`src/rtl/sum3_share_arbiter.sv`:
```
// Shares one adder computing a+b+c among NREQ requesters, over two steps per operation.
// Build option SUM3ARB_RR_EN: round-robin arbitration if defined, fixed lowest-index priority if not.
module sum3_share_arbiter #(
    parameter int NREQ = 4,
    parameter int W    = 8,
    parameter int IDW  = 2
) (
    input  logic                  clk,
    input  logic                  rst,
    input  logic [NREQ-1:0]       req_valid,
    output logic [NREQ-1:0]       req_ready,
    input  logic [NREQ*3*W-1:0]   req_data,
    output logic                  res_valid,
    input  logic                  res_ready,
    output logic [W+1:0]          res_data,
    output logic [IDW-1:0]        res_id,
    output logic                  busy
);

    // Handshake: a word moves on either port only in a cycle where valid && ready.
    // req_ready is combinational and only asserted in IDLE; res_valid is held until res_ready.
    typedef enum logic [1:0] {IDLE, STEP0, STEP1, OUT} state_t;

    state_t         state, state_nxt;
    logic [W-1:0]   op_a, op_b, op_c;
    logic [IDW-1:0] gnt_id;
    logic [IDW-1:0] win_id;
    logic           win_found;
    logic           accept;
    logic [W:0]     temp;
    logic [W+1:0]   add_x, add_y, add_sum;

`ifdef SUM3ARB_RR_EN
    logic [IDW-1:0] ptr;
    logic [IDW:0]   rr_idx;

    // Search starts at ptr and wraps from NREQ-1 back to 0.
    always_comb begin
        win_found = 1'b0;
        win_id    = '0;
        rr_idx    = '0;
        for (int i = 0; i < NREQ; i++) begin
            rr_idx = {1'b0, ptr} + (IDW+1)'(i);
            if (rr_idx >= (IDW+1)'(NREQ))
                rr_idx = rr_idx - (IDW+1)'(NREQ);
            if (!win_found && req_valid[rr_idx[IDW-1:0]]) begin
                win_found = 1'b1;
                win_id    = rr_idx[IDW-1:0];
            end
        end
    end

    always_ff @(posedge clk) begin
        if (rst)
            ptr <= '0;
        else if (accept)
            ptr <= (win_id == IDW'(NREQ-1)) ? '0 : win_id + 1'b1;
    end
`else
    // Descending scan so the lowest requesting index is the last one written.
    always_comb begin
        win_found = 1'b0;
        win_id    = '0;
        for (int i = NREQ-1; i >= 0; i--) begin
            if (req_valid[i]) begin
                win_found = 1'b1;
                win_id    = IDW'(i);
            end
        end
    end
`endif

    assign accept = (state == IDLE) && !rst && win_found;
    assign busy   = (state != IDLE);

    always_comb begin
        req_ready = '0;
        if (accept)
            req_ready[win_id] = 1'b1;
    end

    // The single shared adder: a+b in STEP0, temp+c in STEP1.
    always_comb begin
        add_x = {2'b00, op_a};
        add_y = {2'b00, op_b};
        if (state == STEP1) begin
            add_x = {1'b0, temp};
            add_y = {2'b00, op_c};
        end
    end

    assign add_sum = add_x + add_y;

    always_ff @(posedge clk) begin
        if (rst)
            state <= IDLE;
        else
            state <= state_nxt;
    end

    always_comb begin
        state_nxt = state;
        case (state)
            IDLE:    if (accept) state_nxt = STEP0;
            STEP0:   state_nxt = STEP1;
            STEP1:   state_nxt = OUT;
            OUT:     if (res_valid && res_ready) state_nxt = IDLE;
            default: state_nxt = IDLE;
        endcase
    end

    always_ff @(posedge clk) begin
        if (rst) begin
            op_a      <= '0;
            op_b      <= '0;
            op_c      <= '0;
            gnt_id    <= '0;
            temp      <= '0;
            res_data  <= '0;
            res_id    <= '0;
            res_valid <= 1'b0;
        end else begin
            case (state)
                IDLE: begin
                    if (accept) begin
                        op_a   <= req_data[(3*W)*win_id + 2*W +: W];
                        op_b   <= req_data[(3*W)*win_id + W   +: W];
                        op_c   <= req_data[(3*W)*win_id       +: W];
                        gnt_id <= win_id;
                    end
                end
                STEP0: temp <= add_sum[W:0];
                STEP1: begin
                    res_data  <= add_sum;
                    res_id    <= gnt_id;
                    res_valid <= 1'b1;
                end
                OUT: begin
                    if (res_valid && res_ready)
                        res_valid <= 1'b0;
                end
                default: ;
            endcase
        end
    end

endmodule

```
`config.mk`:
```
export PLATFORM = sky130hd
export DESIGN_NAME = sum3_share_arbiter
export DESIGN_NICKNAME = d
export VERILOG_FILES = /design/src/rtl/sum3_share_arbiter.sv
export SDC_FILE = /design/constraint.sdc
export NUM_CORES = 1
export LEC_CHECK = 0
export BUFFER_PORTS_ARGS = -buffer_cell sky130_fd_sc_hd__buf_4
export CAP_MARGIN = 20
export CORE_MARGIN = 2
export CORE_UTILIZATION = 30
export CTS_BUF_LIST = sky130_fd_sc_hd__clkbuf_4
export DETAILED_ROUTE_END_ITERATION = 6
export HOLD_SLACK_MARGIN = 0.12
export PLACE_DENSITY = 0.6
export SYNTH_ARGS = -nofsm -noshare
export SYNTH_HDL_FRONTEND = slang
export SYNTH_SLANG_ARGS = --single-unit
```
`constraint.sdc`:
```
create_clock -name clk -period 4.3 [get_ports clk]
set_input_delay 0.43 -clock clk [delete_from_list [all_inputs] [get_ports clk]]
set_output_delay 0.43 -clock clk [all_outputs]
set_load 0.005 [all_outputs]
```
# After elaboration in Yosys (flattened, before gate mapping)
# Cells that the tools add are included.
# classes
add_sub_neg	3
multipliers	1
n_div	0
n_lt_le_gt_ge	2
n_eq_ne	5
shifts	3
muxes	18
n_bitwise	0
n_reduce_logical	11
# ops
op	n
indexed part select 96 x 9 -> 8 bit	2
indexed part select 96 x 8 -> 8 bit	1
two-way mux 2 bit	6
adder 10 bit	1
two-way mux 9 bit	1
adder 7 x 4 -> 8 bit (second input constant)	1
adder 7 x 5 -> 8 bit (second input constant)	1
two-way mux 8 bit	1
one-hot mux 2 bit (4 select lines)	1
two-way mux 1 bit	6
AND reduction 2 bit	3
equality test 2 bit (second input constant)	2
logical AND 1 bit	4
multiplier 2 x 2 -> 4 bit (first input constant)	1
two-way mux 4 bit	1
inequality test 2 bit (second input constant)	2
nonzero test 2 bit	2
< comparator 2 x 3 -> 1 bit (second input constant)	1
demux 1 bit (select 2 bit)	1
equality test 2 x 1 -> 1 bit (second input constant)	1
>= comparator 2 x 1 -> 1 bit (second input constant)	1
zero test 2 bit	1
one-hot mux 1 bit (2 select lines)	1
zero test 1 bit	1
# word_totals
ff_bits	50
latchBits	0
ram_bits	0
romBits	0
input_bits	103
n_memories	0

# Longest topological paths before layout
# Gate-level depths: netlist (run 1).
# logic_depth
word_depth	9
depth_mapped	11
depth_no_buf	10

# Least setup slack after synthesis (run 1)
# No wires, ideal clock.
# synth_path
kind	register to register
from	register state[0]
to	register res_data[9]
setup_ps	136
arrival_time_ps	2581
t_required_ps	4164
slack_ps	1583
path_stages_with_launch	12
path_buffers	3
period_less_slack_ps	2717
path_cell_list	dfxtp_1 -> inv_1 -> ha_1 -> buf_1 -> buf_2 -> mux2_2 -> ha_1 -> clkbuf_1 -> a21oi_1 -> o211ai_1 -> a311oi_1 -> a211oi_1
# synth_between
elab_chain_cells	3
# synth_lines
element	line	text
start, declared	24	state_t state, state_nxt;
start signal, assigned	98	state <= state_nxt;
equality test 2 bit *	86, 123	
two-way mux 9 bit / two-way mux 8 bit (equally long branches)	86	if (state == STEP1) begin
adder 10 bit	92	assign add_sum = add_x + add_y;
end signal, assigned	134	res_data <= add_sum;
end, declared	15	output logic [W+1:0] res_data,
# Every way passes the cells marked *; elsewhere a longest branch is shown, timed or not.
# A chain may end at the register's enable or synchronous reset.

# Worst setup path after layout (run 1)
# Ends and elaborated chain as after synthesis.

==> results of run 1 <==
## cell type report
class | count | area (sq um) | area share
multi-input combinational | 296 | 2320 | 0.509
inverter | 12 | 45.0 | 0.00988
tap | 143 | 179 | 0.0392
clock inverter | 2 | 37.5 | 0.00823
sequential | 50 | 1000 | 0.220
clock buffer | 6 | 45.0 | 0.00988
timing repair buffer | 124 | 931 | 0.204
## report_power, final
group	internal (mW)	switching, mW	leakage [nW]	total [mW]
clock	0.129	0.155	0.0419	0.284
sequential	0.629	0.0985	0.411	0.727
combinational	0.672	0.833	1.35	1.50
## through the flow
stage	instances	hold WS [ps]	setup slack, ps	utilization	power [mW]
5_1_grt	633	374	928	0.394	2.72
3_5_place_dp	625	473	1200	0.387	2.24
2_1_floorplan	396	442	1580	-	1.86
6_report	633	383	1170	0.394	2.52
3_3_place_gp	625	454	1320	0.387	2.21
4_1_cts	633	371	1160	0.394	2.53
## sequential cells by signal (all words and copies together) (netlist names)
register	cells
op_c	8
res_data	10
temp	9
state	2
op_a	8
res_valid	1
op_b	8
gnt_id	2
res_id	2
## worst register-to-register path: cells and delay by family (launching register included)
family / cells / cell delay, ps
fa+ha+maj: 2 / 1070
mux: 1 / 430
buf+inv: 1 / 120
flops: 1 / 360
compound gates: 4 / 1010
## final timing paths
check                             end  slack, ps  depth (start not counted)
min              op_a[7]$_SDFFE_PP0P_        380                          3
max reg2reg  res_data[9]$_SDFFE_PP0P_       1170                          8
max          res_data[9]$_SDFFE_PP0P_       1170                          8
min reg2reg  res_data[4]$_SDFFE_PP0P_        490                          2
## layer usage
metal | up-vias | global-route usage | routed length (um)
li1 | 1681 | - | -
met1 | 1567 | 0.205 | 4900
met2 | 109 | 0.259 | 4590
met3 | 8 | 0.0329 | 693
met4 | 0 | 0.0293 | 79
met5 | - | 0 | 0
## cell usage in the layout, fill, tap and decap left out, drive strengths merged, types with 6 or more instances in the layout
cell and instances:
nand3 8, a211oi 28, inv 12, ha 13, a22oi 48, o21a 31
dfxtp 50, o211ai 8, nor2 51, mux2 16, mux2i 6, nor3 6
o21ai 8, nor3b 8, clkbuf 6, buf 124, nand2 14, a21oi 9
## kinds of logic after synthesis
family,Yosys count
compound gates,155
simple gates,104
buf+inv,50
flops,50
mux,22
fa+ha+maj,14
xor+xnor,1
==> metrics.txt, run 1 <==
Mean Syn Cell Area approximately 9.1 sq um; relative slew slack 0.303; total length of routed wires between 10 and 15 mm; time the final worst path needs with I/O delays and setup roughly 3100 ps; critical path peak fanout 21; largest net degree at the start of global routing 73; layout cells sized above 1 0.404; area fraction of the dominant cell type after synthesis 0.278; total placed instance area approximately 4500 sq um; number of input and output port buffers inserted 120; netlist area before placement roughly 3600 sq um; clock input transition at the sequential cells of the worst setup and hold paths approximately 150 ps; via count of the first global-routing pass between 3,000 and 4,000; kind of end point of the critical path flop; maximum VDD drop just over 0.2 mV; total core area ~12,000 sq um; Area Overhead vs Synth 26.8%; largest stage delay on the critical path between 700 and 800 ps; effective utilization at floorplan 0.311; synthesized-area fraction occupied by ao, oa, aoi and oai cells 0.372; CTS H-tree depth 2; count leader, synth sky130_fd_sc_hd__dfxtp_1; kind of launch point of the worst setup path flop; number of distinct standard cells referenced by the synthesized netlist between 50 and 60; synth top area cells sky130_fd_sc_hd__dfxtp_1 28%, sky130_fd_sc_hd__a211oi_2 7.7%, sky130_fd_sc_hd__a22oi_2 6.6%; most used flip-flop cell after synthesis sky130_fd_sc_hd__dfxtp_1; Synth Warn # 0; count of routing violations after the opening detailed-route iteration between 150 and 200; main combinational cell family by area after synthesis compound AO/OA/AOI/OAI gates; number of remaining DRC errors 0; final estimated routing congestion in global placement 0.831; sequential cell area fraction in the yosys report 0.278; crit path buf inv count 1; unrepaired setup endpoints after global routing no; cts bufs inserted 5; count of endpoints failing hold in the final timing report 0; DR vias 3,365; crit path from state[0]$_SDFFE_PP0P_; Post CTS Setup Buffer Count 0; start point of the worst hold path req_data[23]; top achievable clock speed between 300 and 400 MHz; share of synthesized flip-flops with an asynchronous set or reset 0; critical path's slowest cell sky130_fd_sc_hd__ha_1; first-pass GRT wire length 16.3 mm; total routing resource utilization after global routing 0.154; post-route antenna net violation count 0; detailed-router iteration count before antenna repair 4; maximum buffer depth of the clock tree 2; Synth Area in XOR/XNOR 0.00244; classification of the worst setup path reg -> reg; kind of cell adding the most delay to the critical path adder cells; startpoint of the lowest-slack register-to-register path state[0]$_SDFFE_PP0P_; final slew viol count 0; clock sink count 50; floorplan die height ~110 um; maxcap violations 0; Synthesized Nets 513; Post-CTS Resized 0; required time at the worst-slack endpoint between 4000 and 5000 ps; setup tns final 0 ps; worst-skew pair later-pin latency ~360 ps; Antenna diodes 0; detailed placement HPWL between 7 and 8 mm; Synth top cells by count 50 x sky130_fd_sc_hd__dfxtp_1, 49 x sky130_fd_sc_hd__nor2_1, 31 x sky130_fd_sc_hd__o21a_1; Remaining Overflow, GRT 0; Final Cycle Share 0.729; number of setup violations in the final report 0; CTS Root Cell sky130_fd_sc_hd__clkbuf_4; net total in the final layout 606; number of top-level pins about 120; Pleak about 1.8 nW; number of enable flip-flop cells after synthesis 0; Total Die Area 12,900 sq um; critical path arrival ~3400 ps; hold bufs inserted after CTS 0; Hold/Removal Path Class in -> reg; cell row count 39; clock tree from TritonCTS yes; Vias/cell roughly 5.3; mux share of post-synthesis cell area 0.0668; slew at the pin closest to its max-slew limit approximately 1000 ps; pwr/cell area 552 nW/um^2; Post-Synthesis Cells ~400; cell area after layout between 4000 and 5000 sq um; overall die width between 100 and 150 um; Filler cells ~1,200; clk_skew ~12 ps; initial antenna violation count 0; synthesized flop and latch total 50; Wirelength per Cell around 16 um; simple-gate area share of the yosys netlist 0.152; critical path cell sequence inv_1, ha_1, mux2_2, ha_1, a211oi_1, o211ai_1, a311oi_1, a211oi_1; result of the run finished, final reports clean; most area-hungry cell type in the Yosys netlist sky130_fd_sc_hd__dfxtp_1; post-synthesis adder-cell area fraction 0.0508
Power figures use the tool's default switching activity.
==> run 2: changes to the inputs <==
clock period = 3.2 ns   (was 4.3 ns; I/O delays follow)
==> metrics.txt, run 2 (synthesized netlist as in run 1, its figures left out) <==
sequential cell area in the final layout 1000 sq um (unchanged); effective utilization at floorplan 0.311 (unchanged); Post-CTS Resized 0 (unchanged); layout cells sized above 1 0.401 (-0.00286); Final Cycle Share 0.874 (+0.145); total length of routed wires 10.2 mm (-0.21%); number of flip-flops in the largest register 10 (unchanged); clock sink count 50 (unchanged); clock input transition at the sequential cells of the worst setup and hold paths 150 ps (about the same); final slew viol count 0 (unchanged); most frequent cells in the layout 124 x sky130_fd_sc_hd__buf_4, 50 x sky130_fd_sc_hd__dfxtp_1, 49 x sky130_fd_sc_hd__nor2_1; relative slew slack 0.343 (+0.0406); maximum VDD drop 0.234 mV (+15%); number of top-level pins 121 (unchanged); post-route antenna net violation count 0 (unchanged); result of the run finished, final reports clean; Remaining Overflow, GRT 0 (unchanged); initial antenna violation count 0 (unchanged); total placed instance area 4500 sq um (+0.45%); maximum buffer depth of the clock tree 2 (unchanged); count of endpoints failing hold in the final timing report 0 (unchanged); Hold/Removal Path Class in -> reg; top achievable clock speed 358 MHz (+12%); Filler cells 1,160 (-0.68%); total core area 11,600 sq um (unchanged); number of setup violations in the final report 0 (unchanged); kind of launch point of the worst setup path flop; overall die width 113 um (unchanged); Post CTS Setup Buffer Count 0 (unchanged); setup tns final 0 ps (unchanged); Wirelength per Cell 16.2 um (-0.37%); first-pass GRT wire length 16.7 mm (+2.8%); pwr/cell area 724 nW/um^2 (+31%); total routing resource utilization after global routing 0.160 (+0.00593); number of input and output port buffers inserted 120 (unchanged); final estimated routing congestion in global placement 0.846 (+1.8%); clk_skew 10.3 ps (-1.32 ps); critical path peak fanout 39 (+86%); largest net degree at the start of global routing 73 (unchanged); count of routing violations after the opening detailed-route iteration 218 (+17%); clock tree from TritonCTS yes; CTS Root Cell sky130_fd_sc_hd__clkbuf_4; required time at the worst-slack endpoint 3480 ps (-1050 ps); detailed-router iteration count before antenna repair 4 (unchanged); kind of end point of the critical path flop; net total in the final layout 607 (+0.17%); hold bufs inserted after CTS 0 (unchanged); unrepaired setup endpoints after global routing no; critical path arrival 3070 ps (-290 ps); Total Die Area 12,900 sq um (unchanged); DR vias 3,376 (+0.33%); Vias/cell 5.32 (+0.17%); maxcap violations 0 (unchanged); cell area after layout 4550 sq um (-0.19%); final cell utilization of the core 0.393 (-0.000757); CTS H-tree depth 2 (unchanged); detailed placement HPWL 7.70 mm (-0.92%); worst-skew pair later-pin latency 370 ps (about the same); time the final worst path needs with I/O delays and setup 2800 ps (-337 ps); Antenna diodes 0 (unchanged); floorplan die height 113 um (unchanged); via count of the first global-routing pass 3,295 (+2.6%); slew at the pin closest to its max-slew limit 981 ps (-62.9 ps); largest register by flop count res_data; most common cell after layout, fill and taps aside sky130_fd_sc_hd__buf_4; cell row count 39 (unchanged); multi-input logic area 2320 sq um (unchanged); Area Overhead vs Synth 26.5%; Top Registers res_data (10), temp (9); number of remaining DRC errors 0 (unchanged); cts bufs inserted 5 (unchanged); classification of the worst setup path reg -> reg; Pleak 1.80 nW (-0.23%)
[run 2: path summary, 6_finish.rpt]
check / start / end / slack, ps / depth (start not counted)
min reg2reg: temp[1]$_SDFFE_PP0N_ / temp[1]$_SDFFE_PP0N_ / 490 / 2
max reg2reg: state[0]$_SDFFE_PP0P_ / res_data[8]$_SDFFE_PP0P_ / 400 / 11
max: state[0]$_SDFFE_PP0P_ / res_data[8]$_SDFFE_PP0P_ / 400 / 11
min: req_data[16] / op_a[0]$_SDFFE_PP0P_ / 280 / 3
[run 2: final cells by class]
cell class              count  share of cell area
inverters                  12             0.00990
clock inverters             3             0.00357
multi-input cells         296               0.510
well taps                 143              0.0393
repair buffers            125               0.209
clock buffers               5             0.00825
flip-flops and latches     50               0.220
[run 2: where the power goes]
part	leakage (nW)	switching [mW]	internal [mW]
sequential	0.411	0.133	0.845
clock	0.0303	0.207	0.0828
combinational	1.36	1.11	0.914
total	1.80	1.45	1.84
[run 2: per-layer routing]
metal  GRT usage  share of wire  up-vias
li1            -              -     1679
met4      0.0415          0.013        0
met2       0.251           0.44      110
met3      0.0388          0.068       10
met1       0.221           0.47     1577
met5           0              0        -
[run 2: through the flow]
step                worst slack (ps)  hold WS, ps  cells  power [mW]
finish                           404          279    634        3.29
global route                     140          263    634        3.60
CTS                              389          267    634        3.32
detailed placement               473          468    626        3.02
global placement                 575          469    626        2.97
floorplan                        483          442    396        2.50
[run 2: critical path, cell delays in order (launching register included)]
cell                       delay, ps
sky130_fd_sc_hd__dfxtp_1         360
sky130_fd_sc_hd__inv_1           140
sky130_fd_sc_hd__ha_1            220
sky130_fd_sc_hd__buf_12          230
sky130_fd_sc_hd__mux2_2          360
sky130_fd_sc_hd__ha_1            250
sky130_fd_sc_hd__inv_1            80
sky130_fd_sc_hd__fa_1            210
sky130_fd_sc_hd__nor2b_1          80
sky130_fd_sc_hd__o31a_1          330
sky130_fd_sc_hd__o21a_1          210
sky130_fd_sc_hd__o311ai_1        220
==> run 3: changes to the inputs <==
PLACE_DENSITY = not set   (was 0.6)
PLACE_DENSITY_LB_ADDON = 0.25   (was not set)
==> metrics.txt, run 3 (synthesized netlist as in run 1, its figures left out) <==
result of the run finished, final reports clean; largest stage delay on the critical path 400 ps (+40 ps); total routing resource utilization after global routing 0.164 (+0.00408); worst reg2reg path endpoint res_data[6]$_SDFFE_PP0P_; floorplan die height 113 um (unchanged); met2 Track Usage GR 0.269 (+0.0188); number of setup violations in the final report 0 (unchanged); detailed-router iteration count before antenna repair 6 (+2); critical path peak fanout 39 (unchanged); largest net degree at the start of global routing 73 (unchanged); Hold/Removal Path Class in -> reg; via count of the first global-routing pass 3,449 (+4.7%); count of routing violations after the opening detailed-route iteration 166 (-24%); proportion of power drawn by the clock network 0.087 (about the same); start point of the worst hold path req_data[22]; R2R setup slack 440 ps (+30 ps); CTS Root Cell sky130_fd_sc_hd__clkbuf_4; cell row count 39 (unchanged); Area Overhead vs Synth 26.7%; effective utilization at floorplan 0.311 (unchanged); required time at the worst-slack endpoint 3460 ps (-20 ps); slew at the pin closest to its max-slew limit 959 ps (-21.6 ps); Post-CTS Resized 0 (unchanged); largest register by flop count res_data; number of remaining DRC errors 0 (unchanged); layer carrying the most global-route usage met2; Wirelength per Cell 16.8 um (+4.1%); post-route antenna net violation count 0 (unchanged); final slew viol count 0 (unchanged); maxcap violations 0 (unchanged); combinational share of power 0.618 (+0.003); kind of end point of the critical path flop; clk_skew 6.24 ps (-4.06 ps); time the final worst path needs with I/O delays and setup 2760 ps (-31.7 ps); most frequent cells in the layout 125 x sky130_fd_sc_hd__buf_4, 50 x sky130_fd_sc_hd__dfxtp_1, 49 x sky130_fd_sc_hd__nor2_1; GR Util met3 0.0271 (-0.0117); cell area after layout 4560 sq um (+0.14%); Top Registers res_data (10), temp (9); initial antenna violation count 0 (unchanged); overall die width 113 um (unchanged); count of endpoints failing hold in the final timing report 0 (unchanged); layout cells sized above 1 0.405 (+0.00407); P_int 1.85 mW (+0.45%); kind of cell adding the most delay to the critical path adder cells; setup tns final 0 ps (unchanged); classification of the worst setup path reg -> reg; Remaining Overflow, GRT 0 (unchanged); worst-skew pair later-pin latency 360 ps (about the same); final estimated routing congestion in global placement 0.829 (-2.0%); worst setup path endpoint res_data[6]$_SDFFE_PP0P_; number of input and output port buffers inserted 120 (unchanged); clock tree from TritonCTS yes; hold bufs inserted after CTS 0 (unchanged); overall power after layout 3.33 mW (+0.96%); critical path cell sequence inv_1, ha_1, buf_12, mux2_2, ha_1, inv_1, fa_1, nor2b_1, o31a_1, o21a_1, o211ai_1; Final Cycle Share 0.864 (-0.00990); cell total after placement 627 (+0.16%); pwr/cell area 730 nW/um^2 (+0.82%); crit path buf inv count 3 (unchanged); CTS H-tree depth 2 (unchanged); relative slew slack 0.358 (+0.0145); net total in the final layout 608 (+0.16%); clock input transition at the sequential cells of the worst setup and hold paths 140 ps (about the same); Vias/cell 5.40 (+1.5%); net switching fraction of the power 0.444 (+0.00279); Post CTS Setup Buffer Count 0 (unchanged); kind of launch point of the worst setup path flop; net switching power 1.48 mW (+1.6%); first-pass GRT wire length 17.3 mm (+3.6%); final cell count without fillers 634 (unchanged); number of top-level pins 121 (unchanged); detailed placement HPWL 8.12 mm (+5.4%); cts bufs inserted 5 (unchanged); Total Die Area 12,900 sq um (unchanged); total core area 11,600 sq um (unchanged); most common cell after layout, fill and taps aside sky130_fd_sc_hd__buf_4; number of stages on the worst hold path 3 (unchanged); depth of the worst register-to-register path 11 (unchanged); top achievable clock speed 362 MHz (+1.1%); global routing met1 resource utilization 0.228 (+0.00713); critical path's slowest cell sky130_fd_sc_hd__fa_1; total length of routed wires 10.7 mm (+4.1%); number of flip-flops in the largest register 10 (unchanged); Worst path depth 11 (unchanged); Pleak 1.81 nW (+0.16%); crit path from state[0]$_SDFFE_PP0P_; critical path arrival 3020 ps (-50 ps); maximum buffer depth of the clock tree 2 (unchanged); Filler cells 1,176 (+1.4%); maximum VDD drop 0.394 mV (+68%); total placed instance area 4500 sq um (+0.17%); startpoint of the lowest-slack register-to-register path state[0]$_SDFFE_PP0P_; clock sink count 50 (unchanged); Antenna diodes 0 (unchanged); Reg power frac 0.295 (-0.002); DR vias 3,426 (+1.5%); unrepaired setup endpoints after global routing no
==> run 3: power groups by stage <==
stage / Clock, mW / Sequential (mW) / Combinational [mW]
after floorplan: 0 / 0.945 / 1.55
after global placement: 0 / 0.997 / 2.00
after detailed placement: 0 / 0.994 / 2.05
after CTS: 0.305 / 0.980 / 2.06
after global routing: 0.330 / 1.01 / 2.27
final: 0.290 / 0.981 / 2.06
==> run 3: how the worst min path moves through the flow <==
stage / end
finish: op_a[6]$_SDFFE_PP0P_
global route: op_a[5]$_SDFFE_PP0P_
CTS: op_a[6]$_SDFFE_PP0P_
detailed placement: temp[3]$_SDFFE_PP0N_
global placement: temp[3]$_SDFFE_PP0N_
floorplan: temp[3]$_SDFFE_PP0N_
==> run 3: worst reg2reg max path: stages (launching register included) <==
cell and delay (ps):
sky130_fd_sc_hd__dfxtp_1 380, sky130_fd_sc_hd__inv_1 90, sky130_fd_sc_hd__ha_1 240, sky130_fd_sc_hd__buf_12 190
sky130_fd_sc_hd__mux2_2 270, sky130_fd_sc_hd__ha_1 210, sky130_fd_sc_hd__inv_1 70, sky130_fd_sc_hd__fa_1 400
sky130_fd_sc_hd__nor2b_1 240, sky130_fd_sc_hd__o31a_1 280, sky130_fd_sc_hd__o21a_1 170, sky130_fd_sc_hd__o211ai_1 110
==> run 3: per-layer routing <==
layer	vias to the layer above	wire [um]
met5	-	0
met4	0	86
met3	7	628
met2	111	4900
met1	1621	5050
li1	1687	-
==> run 3: layout make-up <==
| class | instances | area (sq um) | area share |
|---|---|---|---|
| timing repair buffer | 126 | 958 | 0.210 |
| clock inverter | 1 | 7.51 | 0.00165 |
| multi-input combinational | 296 | 2320 | 0.509 |
| tap | 143 | 179 | 0.0393 |
| sequential | 50 | 1000 | 0.220 |
| clock buffer | 6 | 45.0 | 0.00988 |
| inverter | 12 | 45.0 | 0.00988 |
==> run 3: through the flow <==
step	utilization	hold slack, ps	setup slack (ps)
4_1_cts	0.394	268	476
3_5_place_dp	0.389	462	504
5_1_grt	0.394	271	255
6_report	0.394	279	436
2_1_floorplan	-	442	483
3_3_place_gp	0.389	463	586
